===== src/rtl/riscv_ctrl_pkg.sv =====
// Shared encodings for the multicycle controller: FSM states, opcodes,
// ALU op classes and the control bundle the decoder produces.
package riscv_ctrl_pkg;

   localparam int unsigned OP_W    = 7;
   localparam int unsigned ALUOP_W = 2;
   localparam int unsigned CNT_W   = 64;

   typedef enum logic [2:0] {
      ST_IDLE   = 3'd0,
      ST_FETCH  = 3'd1,
      ST_DECODE = 3'd2,
      ST_EXEC   = 3'd3,
      ST_MEM    = 3'd4,
      ST_WB     = 3'd5,
      ST_FAULT  = 3'd6
   } state_e;

   localparam logic [OP_W-1:0] OP_R  = 7'b0110011;
   localparam logic [OP_W-1:0] OP_I  = 7'b0010011;
   localparam logic [OP_W-1:0] OP_LD = 7'b0000011;
   localparam logic [OP_W-1:0] OP_ST = 7'b0100011;
   localparam logic [OP_W-1:0] OP_BR = 7'b1100011;

   localparam logic [ALUOP_W-1:0] ALUOP_MEM = 2'b00;
   localparam logic [ALUOP_W-1:0] ALUOP_BR  = 2'b01;
   localparam logic [ALUOP_W-1:0] ALUOP_R   = 2'b10;
   localparam logic [ALUOP_W-1:0] ALUOP_I   = 2'b11;

   typedef struct packed {
      logic               pc_write;
      logic               pc_src;
      logic               ir_write;
      logic               alusrc;
      logic               memread;
      logic               memwrite;
      logic               memtoreg;
      logic               regwrite;
      logic [ALUOP_W-1:0] aluop;
      logic               retire;
   } ctrl_t;

   function automatic logic is_legal_op(input logic [OP_W-1:0] op);
      return (op == OP_R) || (op == OP_I) || (op == OP_LD) || (op == OP_ST) || (op == OP_BR);
   endfunction

   function automatic logic [ALUOP_W-1:0] aluop_of(input logic [OP_W-1:0] op);
      logic [ALUOP_W-1:0] a;
      a = ALUOP_MEM;
      if (op == OP_BR) a = ALUOP_BR;
      else if (op == OP_R) a = ALUOP_R;
      else if (op == OP_I) a = ALUOP_I;
      return a;
   endfunction

endpackage


===== src/rtl/mc_ctrl_decode.sv =====
// Combinational control decode: current state plus latched opcode (and the
// few live handshakes) to datapath controls and the retire strobe.
module mc_ctrl_decode
   import riscv_ctrl_pkg::*;
(
   input  state_e            state,
   input  logic [OP_W-1:0]   op,
   input  logic              branch_taken,
   input  logic              mem_ready,
   input  logic              stop_req,
   output ctrl_t             ctrl
);

   logic is_ld;
   logic is_st;
   logic is_br;
   logic op_alusrc;

   assign is_ld     = (op == OP_LD);
   assign is_st     = (op == OP_ST);
   assign is_br     = (op == OP_BR);
   assign op_alusrc = (op == OP_I) || is_ld || is_st;

   always_comb begin
      ctrl = '0;
      case (state)
         ST_FETCH: begin
            // a pending stop leaves FETCH without loading a new instruction
            ctrl.ir_write = ~stop_req;
         end
         ST_EXEC: begin
            ctrl.aluop  = aluop_of(op);
            ctrl.alusrc = op_alusrc;
            if (is_br) begin
               ctrl.pc_write = 1'b1;
               ctrl.pc_src   = branch_taken;
               ctrl.retire   = 1'b1;
            end
         end
         ST_MEM: begin
            ctrl.aluop    = aluop_of(op);
            ctrl.alusrc   = op_alusrc;
            ctrl.memread  = is_ld;
            ctrl.memwrite = is_st;
            if (mem_ready && is_st) begin
               ctrl.pc_write = 1'b1;
               ctrl.retire   = 1'b1;
            end
         end
         ST_WB: begin
            ctrl.aluop    = aluop_of(op);
            ctrl.alusrc   = op_alusrc;
            ctrl.regwrite = 1'b1;
            ctrl.memtoreg = is_ld;
            ctrl.pc_write = 1'b1;
            ctrl.retire   = 1'b1;
         end
         default: ctrl = '0;
      endcase
   end

endmodule


===== src/rtl/multicycle_controller.sv =====
// Multicycle RISC-V style controller: FSM, memory timeout and performance
// counters; control decode lives in mc_ctrl_decode.
module multicycle_controller
   import riscv_ctrl_pkg::*;
#(
   parameter int unsigned MEM_TIMEOUT = 16
) (
   input  logic                 clk,
   input  logic                 reset,
   input  logic                 start,
   input  logic                 stop,
   input  logic [OP_W-1:0]      opcode,
   input  logic                 branch_taken,
   input  logic                 mem_ready,
   output logic                 pc_write,
   output logic                 pc_src,
   output logic                 ir_write,
   output logic                 alusrc,
   output logic                 memread,
   output logic                 memwrite,
   output logic                 memtoreg,
   output logic                 regwrite,
   output logic [ALUOP_W-1:0]   aluop,
   output logic                 busy,
   output logic                 fault,
   output logic [2:0]           state,
   output logic [CNT_W-1:0]     cycle_count,
   output logic [CNT_W-1:0]     instret
);

   localparam int unsigned TMO_W = (MEM_TIMEOUT < 2) ? 1 : $clog2(MEM_TIMEOUT);
   localparam logic [TMO_W-1:0] TMO_LAST = TMO_W'(MEM_TIMEOUT - 1);

   state_e            state_q;
   logic [OP_W-1:0]   op_q;
   logic [TMO_W-1:0]  tmo_q;
   logic              stop_q;
   logic              stop_req;
   ctrl_t             ctrl;

   assign stop_req = stop | stop_q;
   assign busy     = (state_q == ST_FETCH) || (state_q == ST_DECODE) || (state_q == ST_EXEC) ||
                     (state_q == ST_MEM) || (state_q == ST_WB);
   assign fault    = (state_q == ST_FAULT);
   assign state    = state_q;

   mc_ctrl_decode u_decode (
      .state        (state_q),
      .op           (op_q),
      .branch_taken (branch_taken),
      .mem_ready    (mem_ready),
      .stop_req     (stop_req),
      .ctrl         (ctrl)
   );

   assign pc_write = ctrl.pc_write;
   assign pc_src   = ctrl.pc_src;
   assign ir_write = ctrl.ir_write;
   assign alusrc   = ctrl.alusrc;
   assign memread  = ctrl.memread;
   assign memwrite = ctrl.memwrite;
   assign memtoreg = ctrl.memtoreg;
   assign regwrite = ctrl.regwrite;
   assign aluop    = ctrl.aluop;

   // FSM, memory timeout, stop request latch and counters
   always_ff @(posedge clk or posedge reset) begin
      if (reset) begin
         state_q     <= ST_IDLE;
         op_q        <= '0;
         tmo_q       <= '0;
         stop_q      <= 1'b0;
         cycle_count <= '0;
         instret     <= '0;
      end else begin
         if (busy) cycle_count <= cycle_count + CNT_W'(1);
         if (ctrl.retire) instret <= instret + CNT_W'(1);
         // stop seen mid-instruction is honoured at the next FETCH
         if (stop && busy) stop_q <= 1'b1;

         case (state_q)
            ST_IDLE: begin
               stop_q <= 1'b0;
               if (start) state_q <= ST_FETCH;
            end
            ST_FETCH: begin
               if (stop_req) begin
                  stop_q  <= 1'b0;
                  state_q <= ST_IDLE;
               end else begin
                  state_q <= ST_DECODE;
               end
            end
            ST_DECODE: begin
               op_q    <= opcode;
               state_q <= is_legal_op(opcode) ? ST_EXEC : ST_FAULT;
            end
            ST_EXEC: begin
               if (op_q == OP_BR) begin
                  state_q <= ST_FETCH;
               end else if ((op_q == OP_LD) || (op_q == OP_ST)) begin
                  tmo_q   <= '0;
                  state_q <= ST_MEM;
               end else begin
                  state_q <= ST_WB;
               end
            end
            ST_MEM: begin
               // ready on the final allowed cycle still completes normally
               if (mem_ready) begin
                  state_q <= (op_q == OP_ST) ? ST_FETCH : ST_WB;
               end else if (tmo_q == TMO_LAST) begin
                  state_q <= ST_FAULT;
               end else begin
                  tmo_q <= tmo_q + TMO_W'(1);
               end
            end
            ST_WB:    state_q <= ST_FETCH;
            ST_FAULT: state_q <= ST_FAULT;
            default:  state_q <= ST_IDLE;
         endcase
      end
   end

endmodule


===== config.mk =====
export PLATFORM = sky130hd
export DESIGN_NAME = multicycle_controller
export DESIGN_NICKNAME = d
export VERILOG_FILES = /design/src/rtl/riscv_ctrl_pkg.sv /design/src/rtl/mc_ctrl_decode.sv /design/src/rtl/multicycle_controller.sv
export SDC_FILE = /design/constraint.sdc
export NUM_CORES = 1
export LEC_CHECK = 0
export CAP_MARGIN = 20
export CORE_AREA = 2 2 119 121
export DETAILED_ROUTE_END_ITERATION = 10
export DIE_AREA = 0 0 121 123
export GPL_ROUTABILITY_DRIVEN = 0
export PLACE_DENSITY = 0.79
export SLEW_MARGIN = 0
export SYNTH_ARGS = -nofsm -noshare
export SYNTH_HDL_FRONTEND = slang
export SYNTH_SLANG_ARGS = --single-unit

===== constraint.sdc =====
create_clock -name clk -period 6.1 [get_ports clk]
set_input_delay 1.22 -clock clk [delete_from_list [all_inputs] [get_ports clk]]
set_output_delay 1.22 -clock clk [all_outputs]
set_load 0.01 [all_outputs]

Yosys cells after proc, flatten, opt, wreduce, memory -nomap -nowiden:

Index checks and enable logic that the tools add are counted.

* add/subtract/negate cells: 3
* equality and inequality tests: 23
* mux-type cells: 30
* bitwise gates (word level): 2
* reductions and logical operators: 18

Operators by type and width (count)
* $add 64x1->64 const B: 2
* $eq 7x6->1 const B: 4
* $pmux 3 s7: 1
* $mux 3: 6
* $mux 4: 4
* $eq 7x2->1 const B: 2
* $eq 7x5->1 const B: 2
* $eq 7x7->1 const B: 2
* $mux 2: 7
* $logic_or 1x1->1: 11
* $eq 3x3->1 const B: 3
* $pmux 3 s3: 1
* $mux 1: 8
* $ne 2x2->1 const B: 4
* $pmux 4 s2: 1
* $eq 3x2->1 const B: 2
* $reduce_and 5->1: 1
* $add 4x1->4 const B: 1
* $eq 4x4->1 const B: 1
* $eq 3x1->1 const B: 1
* $logic_not 3->1: 1
* $ne 3x2->1 const B: 1
* $pmux 1 s3: 1
* $reduce_or 3->1: 1
* 7 further kinds: 8

* register bits after elaboration: 143
* output and inout bits: 143

Depth between registers and ports, before layout:

Gate-level depths: netlist (run 1).

* depth after elaboration: 9
* depth in mapped cells: 8
* mapped depth without buffers: 7

Modules after synthesis:

From an unflattened synthesis (run 1), not the netlist that was laid out.

* cells, all modules: 607
* area, all modules: 6668.9 um^2

By module, submodules not included
* multicycle_controller: instances 1, cells each 584, area an instance 6491.2 um^2
* mc_ctrl_decode: instances 1, cells each 23, area an instance 177.7 um^2

Worst setup path before layout (run 1):

No wires, ideal clock.

* kind: input -> output
* from: in mem_ready
* to: out pc_write
* data arrival time: 1.920 ns
* setup slack: 2.960 ns
* stages: 2
* path buffers: 0
* path through: a41oi_1 > clkinv_1

* cells in the longest elaborated chain, start to end: 3

Ends and longest elaborated chain
* start: declaration: line multicycle_controller.sv:14 `input logic mem_ready,`
* $logic_and 1x1->1: line mc_ctrl_decode.sv:45 `if (mem_ready && is_st) begin`
* $mux 1: line mc_ctrl_decode.sv:45
* $pmux 1 s3: line mc_ctrl_decode.sv:26 `case (state)`
* end: declaration: line multicycle_controller.sv:15 `output logic pc_write,`

No other way between the ends.

Worst setup path after layout (run 1):

Same ends and word-level chain as after synthesis.

==> impl_table.tex, run 1 <==
\begin{tabular}{lr}
\hline
Metric & Value \\
\hline
\multicolumn{2}{l}{\textbf{Cells and area}} \\
\quad Synth-to-layout area growth & 34.3\% \\
\quad Share of the core filled with cells in the final layout & 66.3\% \\
\quad Sequential cell area & $\sim$3600 um2 \\
\quad Total area of multi-input combinational cells & between 3000 and 4000 um2 \\
\quad Ant diodes & 0 \\
\quad Share of layout cells above drive strength 1 & 6.08\% \\
\quad Final cell area excluding filler cells & 9030 um2 \\
\quad Filler Cell Count & 1,041 \\
\quad Number of standard cells in the layout, taps in and fillers out & around 1,000 \\
\quad Layout Nets & 826 \\
\multicolumn{2}{l}{\textbf{Global route}} \\
\quad Total GRT Usage & a little under a quarter \\
\quad Number of global-route vias before repair & approximately 5,500 \\
\quad Total grt overflow & 0 \\
\quad Number of antenna violations at the first check in global routing & 0 \\
\quad Largest net degree at the start of global routing & 105 \\
\quad Wire length of the first global-routing pass & roughly 27,000 um \\
\multicolumn{2}{l}{\textbf{Floorplanning}} \\
\quad DIE HEIGHT & $\sim$120 um \\
\quad Number of rows created at floorplan & 43 \\
\quad Overall die width & around 120 um \\
\quad Starting density of the core & a little under 50\% \\
\quad Number of placed I/O pins & 156 \\
\quad Die area & about 15,000 um2 \\
\quad Floorplan core area & between 10,000 and 15,000 um2 \\
\multicolumn{2}{l}{\textbf{CTS}} \\
\quad CTS Buffer Depth & 2 \\
\quad Post-CTS Setup Inserts & 0 \\
\quad Post-cts gate resize count & 0 \\
\quad Number of levels in the clock H-tree & 4 \\
\quad Number of buffers created by CTS & 17 \\
\quad CTS root buffer & sky130\_fd\_sc\_hd\_\_clkbuf\_16 \\
\quad TritonCTS clock tree & yes \\
\quad Clock slew seen by the registers of the worst setup and hold paths & 50 ps \\
\quad Hold Buf Count CTS & 0 \\
\quad \# clock sinks & approximately 140 \\
\quad Worst-Skew Late Latency & roughly 420 ps \\
\multicolumn{2}{l}{\textbf{Timing}} \\
\quad Setup skew after layout & between 6 and 7 ps \\
\quad Setup total negative slack & 0 ps \\
\quad Worst rel slew slack & 39.3\% \\
\quad Shortest period the worst path allows & 4150 ps \\
\quad Final number of max-transition violations & 0 \\
\quad Final count of hold timing violations & 0 \\
\quad Maximum operating frequency & 0.241 GHz \\
\quad Least-Margin Pin Slew & 910 ps \\
\quad Final WS setup & 1950 ps \\
\quad Worst hold slack & roughly 470 ps \\
\quad Unrepaired setup endpoints after global routing & false \\
\quad Fraction of the cycle the final worst path needs & between 60\% and 70\% \\
\quad Number of failing setup endpoints in the final timing report & 0 \\
\multicolumn{2}{l}{\textbf{Routing}} \\
\quad Post-Route WL & approximately 16,000 um \\
\quad Number of nets with antenna violations after detailed routing & 0 \\
\quad Vias after detailed routing & 5,485 \\
\quad Violation count after the first detailed-route iteration & 375 \\
\quad First-pass iteration count of the detailed router & 4 \\
\quad DRC Markers & 0 \\
\quad Drt wl/cell & approximately 16 um \\
\quad Ratio of routed vias to standard cells & 5.47 \\
\multicolumn{2}{l}{\textbf{Worst setup path}} \\
\quad WP data arrival & about 2900 ps \\
\quad Required time worst endpoint & 4880 ps \\
\quad Maximum fanout along the worst path & 17 \\
\quad Register-to-Register Setup Slack & around 3300 ps \\
\quad Critical setup path kind & in2out \\
\quad Reg-to-reg critical path endpoint & instret[61]\$\_DFFE\_PP0P\_ \\
\quad Startpoint of the most critical register-to-register path & op\_q[3]\$\_DFFE\_PP0P\_ \\
\quad Startpoint types & primary input \\
\quad R2R depth & 8 \\
\quad Endpoint type of the worst setup path & primary output \\
\multicolumn{2}{l}{\textbf{Synthesis}} \\
\quad Xor and xnor area share after synthesis & roughly 16\% \\
\quad Synth Register Bits & between 100 and 150 \\
\quad Number of enable-type register cells in the synthesized netlist & 0 \\
\quad Post-synthesis share of cell area spent on full adders, half adders and majority gates & less than 1\% \\
\quad Sequential cell area fraction in the yosys report & about 53\% \\
\quad Cell taking the most area after synthesis & sky130\_fd\_sc\_hd\_\_dfrtp\_1 \\
\quad Compound-Gate Fraction of Synth Area & 1.86\% \\
\quad Proportion of synthesized flip-flops having asynchronous set or reset & 100\% \\
\quad Multiplexer share of the synthesized area & 1.49\% \\
\quad Synthesis Warnings & 0 \\
\quad Most used flip-flop cell after synthesis & sky130\_fd\_sc\_hd\_\_dfrtp\_1 \\
\quad Number of cells produced by synthesis & $\sim$640 \\
\quad Post-synth cell types & 51 \\
\quad Largest family of logic cells by synthesized area & simple AND/OR/NAND/NOR gates \\
\quad Post-synthesis simple-gate area fraction & between 20 and 30\% \\
\quad Netlist area before placement & about 6700 um2 \\
\quad Post-synthesis area per instance & about 10 um2 \\
\quad Synth Net Count & roughly 660 \\
\quad Cell types occupying the most area after synthesis & sky130\_fd\_sc\_hd\_\_dfrtp\_1 53\%, sky130\_fd\_sc\_hd\_\_xnor2\_1 11\%, sky130\_fd\_sc\_hd\_\_xor2\_1 5.2\%, sky130\_fd\_sc\_hd\_\_nand3\_1 4.2\%, sky130\_fd\_sc\_hd\_\_nand2\_1 3.7\% \\
\quad Fraction of synthesized cell area taken by the top area cell type & roughly 53\% \\
\multicolumn{2}{l}{\textbf{Hold path}} \\
\quad Worst Min Path Start & cycle\_count[63]\$\_DFFE\_PP0N\_ \\
\quad Min-Delay Path Depth & 1 \\
\quad Worst Hold End & cycle\_count[63]\$\_DFFE\_PP0N\_ \\
\quad Type of the tightest min-delay check & reg2reg \\
\multicolumn{2}{l}{\textbf{Place}} \\
\quad Post-detailed-placement cell area & 8480 um2 \\
\quad Total placed cells including tap cells & 971 \\
\quad Number of buffers inserted by port buffering & 155 \\
\quad Post-detail-place hpwl & 11,400 um \\
\quad Pre-CTS setup slack & 1980 ps \\
\multicolumn{2}{l}{\textbf{Outcome}} \\
\quad Outcome & completed \\
\multicolumn{2}{l}{\textbf{Run}} \\
\quad Total of max-cap violations & 0 \\
\multicolumn{2}{l}{\textbf{Pwr}} \\
\quad PD cells & 287 nW/um2 \\
\quad Overall power after layout & $\sim$2.6 mW \\
\quad Largest voltage drop on the vdd net & roughly 0.19 mV \\
\quad Lkg Pwr & between 3 and 4 nW \\
\hline
\end{tabular}
[synthesized netlist by cell type, types with 4 or more instances]
| master | count |
|---|---|
| sky130_fd_sc_hd__nand2_1 | 67 |
| sky130_fd_sc_hd__nand3_1 | 57 |
| sky130_fd_sc_hd__nor3_1 | 23 |
| sky130_fd_sc_hd__clkbuf_1 | 5 |
| sky130_fd_sc_hd__xor2_1 | 40 |
| sky130_fd_sc_hd__xnor2_1 | 86 |
| sky130_fd_sc_hd__o21ai_0 | 7 |
| sky130_fd_sc_hd__a21oi_1 | 4 |
| sky130_fd_sc_hd__mux2_2 | 8 |
| sky130_fd_sc_hd__dfrtp_1 | 143 |
| sky130_fd_sc_hd__nor2_1 | 58 |
| sky130_fd_sc_hd__nand2b_1 | 5 |
| sky130_fd_sc_hd__or3_1 | 7 |
| sky130_fd_sc_hd__nand4_1 | 33 |
| sky130_fd_sc_hd__or4_1 | 5 |
| sky130_fd_sc_hd__and3_1 | 21 |
| sky130_fd_sc_hd__and4_1 | 7 |
| sky130_fd_sc_hd__buf_2 | 4 |
| sky130_fd_sc_hd__nor4_1 | 12 |
| sky130_fd_sc_hd__inv_1 | 13 |
[state kept, by name, summed over array words and instances (netlist names)]
signal and count:
cycle_count 64, instret 64, op_q 7, state 3, stop_q 1, tmo_q 4
[per-layer routing]
layer	track usage, %	up-vias	part of all wire [%]
li1	-	2575	-
met1	29.9	2713	44
met2	35.1	161	48
met3	5.72	36	5.6
met4	9.96	0	2.3
met5	0	-	0
[placed cells by master, fill, tap and decap left out, types with 17 or more instances in the layout]
cell                              synthesis  final
sky130_fd_sc_hd__nand3_1                 57     57
sky130_fd_sc_hd__xor2_1                  40     40
sky130_fd_sc_hd__and3_1                  21     21
sky130_fd_sc_hd__nand4_1                 33     33
sky130_fd_sc_hd__xnor2_1                 86     86
sky130_fd_sc_hd__clkdlybuf4s50_1          0    155
sky130_fd_sc_hd__dfrtp_1                143    143
sky130_fd_sc_hd__clkbuf_16                0     17
sky130_fd_sc_hd__nor2_1                  58     58
sky130_fd_sc_hd__nand2_1                 67     67
sky130_fd_sc_hd__nor3_1                  23     23
[critical path, stage by stage]
cell and delay, ps:
sky130_fd_sc_hd__clkdlybuf4s50_1 460, sky130_fd_sc_hd__a41oi_1 210, sky130_fd_sc_hd__buf_4 240, sky130_fd_sc_hd__clkinv_1 240
sky130_fd_sc_hd__clkdlybuf4s50_1 560
[power breakdown]
group	leakage, nW	switching [mW]	internal (mW)
Sequential	1.94	0.123	1.03
Combinational	1.62	0.222	0.239
Clock	0.268	0.371	0.607
[cell type report]
cell class,count,share of cell area (%)
Clock buffer,24,5.11
Sequential cell,143,39.6
Timing Repair Buffer,157,17.3
Multi-Input combinational cell,477,33.8
Tap cell,180,2.49
Clock inverter,7,0.970
Inverter,14,0.637
[cells by family after synthesis]
logic type | count (synthesis)
flip-flops | 143
adder cells (fa/ha/maj) | 3
AO/OA/AOI/OAI | 20
XOR/XNOR | 126
AND/OR/NAND/NOR | 319
buffers and inverters | 23
multiplexers | 9
[worst max path at each step]
stage	startpoint	endpoint	slack, ps	cells past startpoint
after floorplan	reset	cycle_count[0]$_DFFE_PP0N_	1040	1
after global placement	mem_ready	pc_write	1990	5
after detailed placement	mem_ready	pc_write	1980	5
after CTS	mem_ready	pc_write	1960	5
after global routing	mem_ready	pc_write	1890	5
final	mem_ready	pc_write	1950	5
Power figures use the tool's default switching activity.
==> run 2: changes to the inputs <==
==> constraint.sdc (replaced) <==
create_clock -name clk -period 4.4 [get_ports clk]
set_input_delay 0.88 -clock clk [delete_from_list [all_inputs] [get_ports clk]]
set_output_delay 0.88 -clock clk [all_outputs]
set_load 0.01 [all_outputs]
==> run 2 against run 1 <==
Effect of this change: non-clock buffer count unchanged; clock power is 55% higher; clock skew fell by 1.2 ps; cell count about the same; sequential share of layout area fell by 0.41 points.
==> impl_table.tex, run 2 (synthesized netlist as in run 1, its figures left out) <==
\begin{tabular}{lr}
\hline
Metric & Value \\
\hline
\multicolumn{2}{l}{\textbf{Worst setup path}} \\
\quad Worst path max stage delay & 570 ps (about the same) \\
\quad Worst Setup EP & pc\_write \\
\quad Crit path max-delay cell type & sky130\_fd\_sc\_hd\_\_clkdlybuf4s50\_1 \\
\quad R2R depth & 5 (-3) \\
\quad Register-to-Register Setup Slack & 1630 ps (-1690 ps) \\
\quad Critical setup path kind & in2out \\
\quad Required time worst endpoint & 3520 ps (-1360 ps) \\
\quad Endpoint type of the worst setup path & primary output \\
\quad Maximum fanout along the worst path & 7 (-10) \\
\quad WP data arrival & 2490 ps (-440 ps) \\
\quad Reg-to-reg critical path endpoint & instret[61]\$\_DFFE\_PP0P\_ \\
\quad Startpoint of the most critical register-to-register path & instret[16]\$\_DFFE\_PP0P\_ \\
\quad Critical Path Most Common Cell & sky130\_fd\_sc\_hd\_\_clkdlybuf4s50\_1 \\
\quad Startpoint types & primary input \\
\quad Cell-by-cell trace of the critical path & clkdlybuf4s50\_1 > a41oi\_1 > clkinv\_1 > clkdlybuf4s50\_1 \\
\quad Source of the critical timing path & mem\_ready \\
\multicolumn{2}{l}{\textbf{Floorplanning}} \\
\quad Number of placed I/O pins & 156 (unchanged) \\
\quad DIE HEIGHT & 123 um (unchanged) \\
\quad Number of rows created at floorplan & 43 (unchanged) \\
\quad Floorplan core area & 13,600 um2 (unchanged) \\
\quad Starting density of the core & 49.4\% (unchanged) \\
\quad Die area & 14,900 um2 (unchanged) \\
\quad Overall die width & 121 um (unchanged) \\
\multicolumn{2}{l}{\textbf{Timing}} \\
\quad Final number of max-transition violations & 0 (unchanged) \\
\quad Setup total negative slack & 0 ps (unchanged) \\
\quad Worst hold slack & 477 ps (+6.19 ps) \\
\quad Shortest period the worst path allows & 3370 ps \\
\quad Maximum operating frequency & 0.297 GHz \\
\quad Least-Margin Pin Slew & 804 ps (-106 ps) \\
\quad Unrepaired setup endpoints after global routing & false \\
\quad Final count of hold timing violations & 0 (unchanged) \\
\quad Worst rel slew slack & 45.9\% (+6.6 points) \\
\quad Number of failing setup endpoints in the final timing report & 0 (unchanged) \\
\quad Setup skew after layout & 5.02 ps (-1.24 ps) \\
\quad Final WS setup & 1030 ps (-914 ps) \\
\quad Fraction of the cycle the final worst path needs & between 70 and 80\% \\
\multicolumn{2}{l}{\textbf{Routing}} \\
\quad Ratio of routed vias to standard cells & 5.47 (about the same) \\
\quad Number of nets with antenna violations after detailed routing & 0 (unchanged) \\
\quad Violation count after the first detailed-route iteration & 453 (+21\%) \\
\quad Drt wl/cell & 16.2 um (+1.6\%) \\
\quad DRC Markers & 0 (unchanged) \\
\quad First-pass iteration count of the detailed router & 4 (unchanged) \\
\quad Post-Route WL & 16,200 um (+1.7\%) \\
\quad Vias after detailed routing & 5,487 (+0.036\%) \\
\multicolumn{2}{l}{\textbf{CTS}} \\
\quad \# clock sinks & 143 (unchanged) \\
\quad CTS root buffer & sky130\_fd\_sc\_hd\_\_clkbuf\_16 \\
\quad Worst-Skew Late Latency & 420 ps (about the same) \\
\quad Hold Buf Count CTS & 0 (unchanged) \\
\quad Post-cts gate resize count & 0 (unchanged) \\
\quad TritonCTS clock tree & yes \\
\quad Post-CTS Setup Inserts & 0 (unchanged) \\
\quad Number of buffers created by CTS & 17 (unchanged) \\
\quad CTS Buffer Depth & 2 (unchanged) \\
\quad Clock slew seen by the registers of the worst setup and hold paths & 50 ps (about the same) \\
\quad Number of levels in the clock H-tree & 4 (unchanged) \\
\multicolumn{2}{l}{\textbf{Global route}} \\
\quad Busiest grt layer & met2 \\
\quad Total grt overflow & 0 (unchanged) \\
\quad Wire length of the first global-routing pass & 27,000 um (+1.5\%) \\
\quad Total GRT Usage & 22.9\% (+0.39 points) \\
\quad Number of antenna violations at the first check in global routing & 0 (unchanged) \\
\quad Met3 routing resource usage after global routing & 6.00\% (+0.28 points) \\
\quad Global-route track usage on met2 & 36.8\% (+1.6 points) \\
\quad Met1 capacity usage during global routing & 30.0\% (+0.079 points) \\
\quad Largest net degree at the start of global routing & 144 (+37\%) \\
\quad Number of global-route vias before repair & 5,426 (-1.6\%) \\
\multicolumn{2}{l}{\textbf{Cells and area}} \\
\quad Total area of multi-input combinational cells & 3050 um2 (unchanged) \\
\quad Sequential cell area & 3580 um2 (unchanged) \\
\quad Most used cells in the layout excluding fill and tap cells & 155 x sky130\_fd\_sc\_hd\_\_clkdlybuf4s50\_1, 143 x sky130\_fd\_sc\_hd\_\_dfrtp\_1, 86 x sky130\_fd\_sc\_hd\_\_xnor2\_1 \\
\quad Commonest non-fill, non-tap cell in the layout & sky130\_fd\_sc\_hd\_\_clkdlybuf4s50\_1 \\
\quad Filler Cell Count & 1,025 (-1.5\%) \\
\quad Leading registers by flop count & cycle\_count (64), instret (64), op\_q (7) \\
\quad Ant diodes & 0 (unchanged) \\
\quad Synth-to-layout area growth & 35.7\% \\
\quad Layout Nets & 826 (unchanged) \\
\quad Share of layout cells above drive strength 1 & 6.44\% (+0.36 points) \\
\multicolumn{2}{l}{\textbf{Place}} \\
\quad Post-detail-place hpwl & 11,400 um (about the same) \\
\quad Number of buffers inserted by port buffering & 155 (unchanged) \\
\quad Pre-CTS setup slack & 1050 ps (-931 ps) \\
\multicolumn{2}{l}{\textbf{Pwr}} \\
\quad Overall power after layout & 3.77 mW (+45\%) \\
\quad Lkg Pwr & 3.87 nW (+1.1\%) \\
\quad Largest voltage drop on the vdd net & 0.209 mV (+7.8\%) \\
\quad PD cells & 413 nW/um2 (+44\%) \\
\multicolumn{2}{l}{\textbf{Outcome}} \\
\quad Outcome & completed \\
\multicolumn{2}{l}{\textbf{Hold path}} \\
\quad Type of the tightest min-delay check & reg2reg \\
\quad Worst Min Path Start & instret[63]\$\_DFFE\_PP0P\_ \\
\multicolumn{2}{l}{\textbf{Run}} \\
\quad Total of max-cap violations & 0 (unchanged) \\
\hline
\end{tabular}
==> run 2: through the flow <==
stage / instance area, um2 / utilization [%] / cells
final: 9120 / 67.0 / 1003
after global routing: 9120 / 67.0 / 1003
after floorplan: 6730 / - / 643
after detailed placement: 8490 / 62.4 / 971
after global placement: 8490 / 62.4 / 971
after CTS: 9120 / 67.0 / 1003
==> run 2: report_power, final <==
part | switching [mW] | leakage (nW) | internal (mW)
sequential | 0.168 | 1.94 | 1.43
clock | 0.518 | 0.311 | 0.998
combinational | 0.316 | 1.62 | 0.332
==> run 2: layout make-up <==
| cell class | count | area share [%] |
|---|---|---|
| sequential | 143 | 39.2 |
| multi-input combinational | 477 | 33.5 |
| timing repair buffer | 157 | 17.3 |
| clock buffer | 28 | 5.88 |
| tap | 180 | 2.47 |
| clock inverter | 4 | 1.04 |
| inverter | 14 | 0.617 |
==> run 2: routing by layer <==
metal,wire (um),vias up
li1,-,2573
met1,7070,2710
met2,7840,183
met3,1070,21
met4,255,0
met5,0,-
==> run 2: worst min path at each step <==
stage,slack [ps],depth (start not counted),endpoint
after floorplan,460,2,stop_q$_DFF_PP0_
after global placement,460,1,instret[63]$_DFFE_PP0P_
after detailed placement,470,1,instret[63]$_DFFE_PP0P_
after CTS,480,1,instret[63]$_DFFE_PP0P_
after global routing,490,1,instret[63]$_DFFE_PP0P_
final,480,1,instret[63]$_DFFE_PP0P_
==> run 2: critical path: cells and delay by family <==
family / cells / cell delay (ps)
buffers and inverters: 3 / 1290
AOI/OAI and AO/OA: 1 / 320
==> run 3: changes to the inputs <==
--- a/config.mk
+++ b/config.mk
@@ -6,11 +6,11 @@
 export NUM_CORES = 1
 export LEC_CHECK = 0
 export CAP_MARGIN = 20
-export CORE_AREA = 2 2 119 121
+export CORE_AREA = 2 2 126 128
 export DETAILED_ROUTE_END_ITERATION = 10
-export DIE_AREA = 0 0 121 123
+export DIE_AREA = 0 0 128 130
 export GPL_ROUTABILITY_DRIVEN = 0
-export PLACE_DENSITY = 0.79
+export PLACE_DENSITY = 0.75
 export SLEW_MARGIN = 0
 export SYNTH_ARGS = -nofsm -noshare
 export SYNTH_HDL_FRONTEND = slang
==> constraint.sdc (replaced) <==
create_clock -name clk -period 3.01 [get_ports clk]
set_input_delay 0.602 -clock clk [delete_from_list [all_inputs] [get_ports clk]]
set_output_delay 0.602 -clock clk [all_outputs]
set_load 0.01 [all_outputs]
==> run 3 against run 2 <==
Effect of this change: cell count increased by 2.3%; non-clock buffer count up 11; total power is 47% higher; hold slack got worse by 58 ps; worst setup slack worse by 900 ps; die area rose by 12%; first-iteration DRC count shrank 43%; register-to-register slack worse by 1200 ps; cell area is 1.1% higher; via count fell by 1.6%; largest cell class unchanged; highest routed layer unchanged.
==> impl_table.tex, run 3 (synthesized netlist as in run 1, its figures left out) <==
\begin{tabular}{lr}
\hline
Metric & Value \\
\hline
\multicolumn{2}{l}{\textbf{Outcome}} \\
\quad Outcome & completed \\
\multicolumn{2}{l}{\textbf{Worst setup path}} \\
\quad R2R depth & 7 (+2) \\
\quad Maximum fanout along the worst path & 11 (+4) \\
\quad Required time worst endpoint & 2410 ps (-1110 ps) \\
\quad Endpoint type of the worst setup path & primary output \\
\quad Critical setup path kind & reg2out \\
\quad Startpoint types & flop \\
\quad WP data arrival & 2280 ps (-210 ps) \\
\multicolumn{2}{l}{\textbf{CTS}} \\
\quad Number of buffers created by CTS & 17 (unchanged) \\
\quad CTS root buffer & sky130\_fd\_sc\_hd\_\_clkbuf\_16 \\
\quad CTS Buffer Depth & 2 (unchanged) \\
\quad Worst-Skew Late Latency & 420 ps (about the same) \\
\quad Clock slew seen by the registers of the worst setup and hold paths & 60 ps (about the same) \\
\quad Post-cts gate resize count & 0 (unchanged) \\
\quad Post-CTS Setup Inserts & 0 (unchanged) \\
\quad Number of levels in the clock H-tree & 4 (unchanged) \\
\quad Hold Buf Count CTS & 0 (unchanged) \\
\quad TritonCTS clock tree & yes \\
\quad \# clock sinks & 143 (unchanged) \\
\multicolumn{2}{l}{\textbf{Place}} \\
\quad Pre-CTS setup slack & 234 ps (-817 ps) \\
\quad Number of buffers inserted by port buffering & 155 (unchanged) \\
\quad Post-detail-place hpwl & 11,600 um (+1.8\%) \\
\multicolumn{2}{l}{\textbf{Timing}} \\
\quad Worst rel slew slack & 53.7\% (+7.8 points) \\
\quad Maximum operating frequency & 0.347 GHz \\
\quad Number of failing setup endpoints in the final timing report & 0 (unchanged) \\
\quad Fraction of the cycle the final worst path needs & a little over nine tenths \\
\quad Unrepaired setup endpoints after global routing & false \\
\quad Final WS setup & 132 ps (-900 ps) \\
\quad Least-Margin Pin Slew & 689 ps (-115 ps) \\
\quad Setup skew after layout & 7.24 ps (+2.22 ps) \\
\quad Final count of hold timing violations & 0 (unchanged) \\
\quad Final number of max-transition violations & 0 (unchanged) \\
\quad Setup total negative slack & 0 ps (unchanged) \\
\quad Worst hold slack & 419 ps (-57.9 ps) \\
\quad Shortest period the worst path allows & approximately 2900 ps \\
\multicolumn{2}{l}{\textbf{Routing}} \\
\quad Post-Route WL & 16,000 um (-1.3\%) \\
\quad Vias after detailed routing & 5,398 (-1.6\%) \\
\quad Ratio of routed vias to standard cells & 5.26 (-3.8\%) \\
\quad First-pass iteration count of the detailed router & 4 (unchanged) \\
\quad Number of nets with antenna violations after detailed routing & 0 (unchanged) \\
\quad Violation count after the first detailed-route iteration & 260 (-43\%) \\
\quad Drt wl/cell & 15.6 um (-3.6\%) \\
\quad DRC Markers & 0 (unchanged) \\
\multicolumn{2}{l}{\textbf{Cells and area}} \\
\quad Leading registers by flop count & cycle\_count (64), instret (64), op\_q (7) \\
\quad Filler Cell Count & 1,302 (+27\%) \\
\quad Layout Nets & 837 (+1.3\%) \\
\quad Commonest non-fill, non-tap cell in the layout & sky130\_fd\_sc\_hd\_\_clkdlybuf4s50\_1 \\
\quad Share of layout cells above drive strength 1 & 8.27\% (+1.8 points) \\
\quad Most used cells in the layout excluding fill and tap cells & 155 x sky130\_fd\_sc\_hd\_\_clkdlybuf4s50\_1, 143 x sky130\_fd\_sc\_hd\_\_dfrtp\_1, 86 x sky130\_fd\_sc\_hd\_\_xnor2\_1 \\
\quad Synth-to-layout area growth & 37.2\% \\
\quad Ant diodes & 0 (unchanged) \\
\multicolumn{2}{l}{\textbf{Hold path}} \\
\quad Type of the tightest min-delay check & in2async \\
\multicolumn{2}{l}{\textbf{Floorplanning}} \\
\quad Overall die width & 128 um (+5.8\%) \\
\quad Floorplan core area & 15,400 um2 (+13\%) \\
\quad Number of rows created at floorplan & 46 (+7.0\%) \\
\quad DIE HEIGHT & 130 um (+5.7\%) \\
\quad Starting density of the core & 43.6\% (-5.8 points) \\
\quad Number of placed I/O pins & 156 (unchanged) \\
\quad Die area & 16,600 um2 (+12\%) \\
\multicolumn{2}{l}{\textbf{Pwr}} \\
\quad Pint & 3.98 mW (+44\%) \\
\quad PD cells & 600 nW/um2 (+45\%) \\
\quad Overall power after layout & 5.53 mW (+47\%) \\
\quad Logic gate share of total power & 18.5\% (+1.3 points) \\
\quad Switching part of the total power & 27.9\% (+1.3 points) \\
\quad Largest voltage drop on the vdd net & 0.360 mV (+73\%) \\
\quad Switching power of the nets & 1.55 mW (+54\%) \\
\quad Clock power share & 39.3\% (-0.9 points) \\
\quad Portion of total power attributed to sequential cells & 42.2\% (-0.3 points) \\
\quad Lkg Pwr & 3.92 nW (+1.2\%) \\
\multicolumn{2}{l}{\textbf{Global route}} \\
\quad Number of antenna violations at the first check in global routing & 0 (unchanged) \\
\quad Total GRT Usage & 20.1\% (-2.8 points) \\
\quad Number of global-route vias before repair & 5,285 (-2.6\%) \\
\quad Total grt overflow & 0 (unchanged) \\
\quad Wire length of the first global-routing pass & 26,400 um (-2.2\%) \\
\quad Largest net degree at the start of global routing & 53 (-63\%) \\
\multicolumn{2}{l}{\textbf{Run}} \\
\quad Total of max-cap violations & 0 (unchanged) \\
\hline
\end{tabular}
## run 3: critical path, stage by stage, from the launching register on
cell                              delay [ps]
sky130_fd_sc_hd__dfrtp_1                 510
sky130_fd_sc_hd__nand2b_1                250
sky130_fd_sc_hd__nor2_1                  240
sky130_fd_sc_hd__a41oi_2                 200
sky130_fd_sc_hd__clkinv_1                110
sky130_fd_sc_hd__clkdlybuf4s50_1         550
## run 3: power groups by stage
stage	clock network, mW	registers [mW]	logic (mW)
final	2.17	2.33	1.02
after global routing	2.30	2.36	1.14
after CTS	2.21	2.32	1.01
after detailed placement	0	2.35	1.01
after global placement	0	2.34	0.983
after floorplan	0	2.32	0.584
## run 3: per-layer routing
metal  global-route usage, %  up-vias  part of all wire (%)
met3                    5.41       26                   5.8
met1                    26.9     2614                    45
met2                    31.3      151                    47
met4                    8.47        0                   2.0
li1                        -     2607                     -
met5                       0        -                     0
## run 3: path summary, 6_finish.rpt
path | from | endpoint | slack, ps
worst max-delay path | state[1]$_DFFE_PP0P_ | pc_write | 130
worst min-delay path | reset | cycle_count[17]$_DFFE_PP0N_ | 420
worst max register to register | instret[0]$_DFFE_PP0P_ | instret[56]$_DFFE_PP0P_ | 390
worst min register to register | cycle_count[63]$_DFFE_PP0N_ | cycle_count[63]$_DFFE_PP0N_ | 480
max in group asynchronous | reset | instret[0]$_DFFE_PP0P_ | 1750
min in group clk | cycle_count[63]$_DFFE_PP0N_ | cycle_count[63]$_DFFE_PP0N_ | 480
## run 3: layout make-up
class                   count  area [um2]  share of cell area [%]
repair buffers            168        1650                    17.9
well taps                 192         240                    2.61
clock inverters            10         135                    1.47
multi-input cells         477        3090                    33.5
flip-flops and latches    143        3580                    38.8
clock buffers              22         474                    5.14
inverters                  14        56.3                   0.611
## run 3: stage by stage
step / instances / util, % / cell area, um2
CTS: 1026 / 59.6 / 9190
finish: 1026 / 59.8 / 9220
detailed placement: 994 / 55.6 / 8580
floorplan: 643 / - / 6730
global route: 1026 / 59.8 / 9220
global placement: 994 / 55.6 / 8580
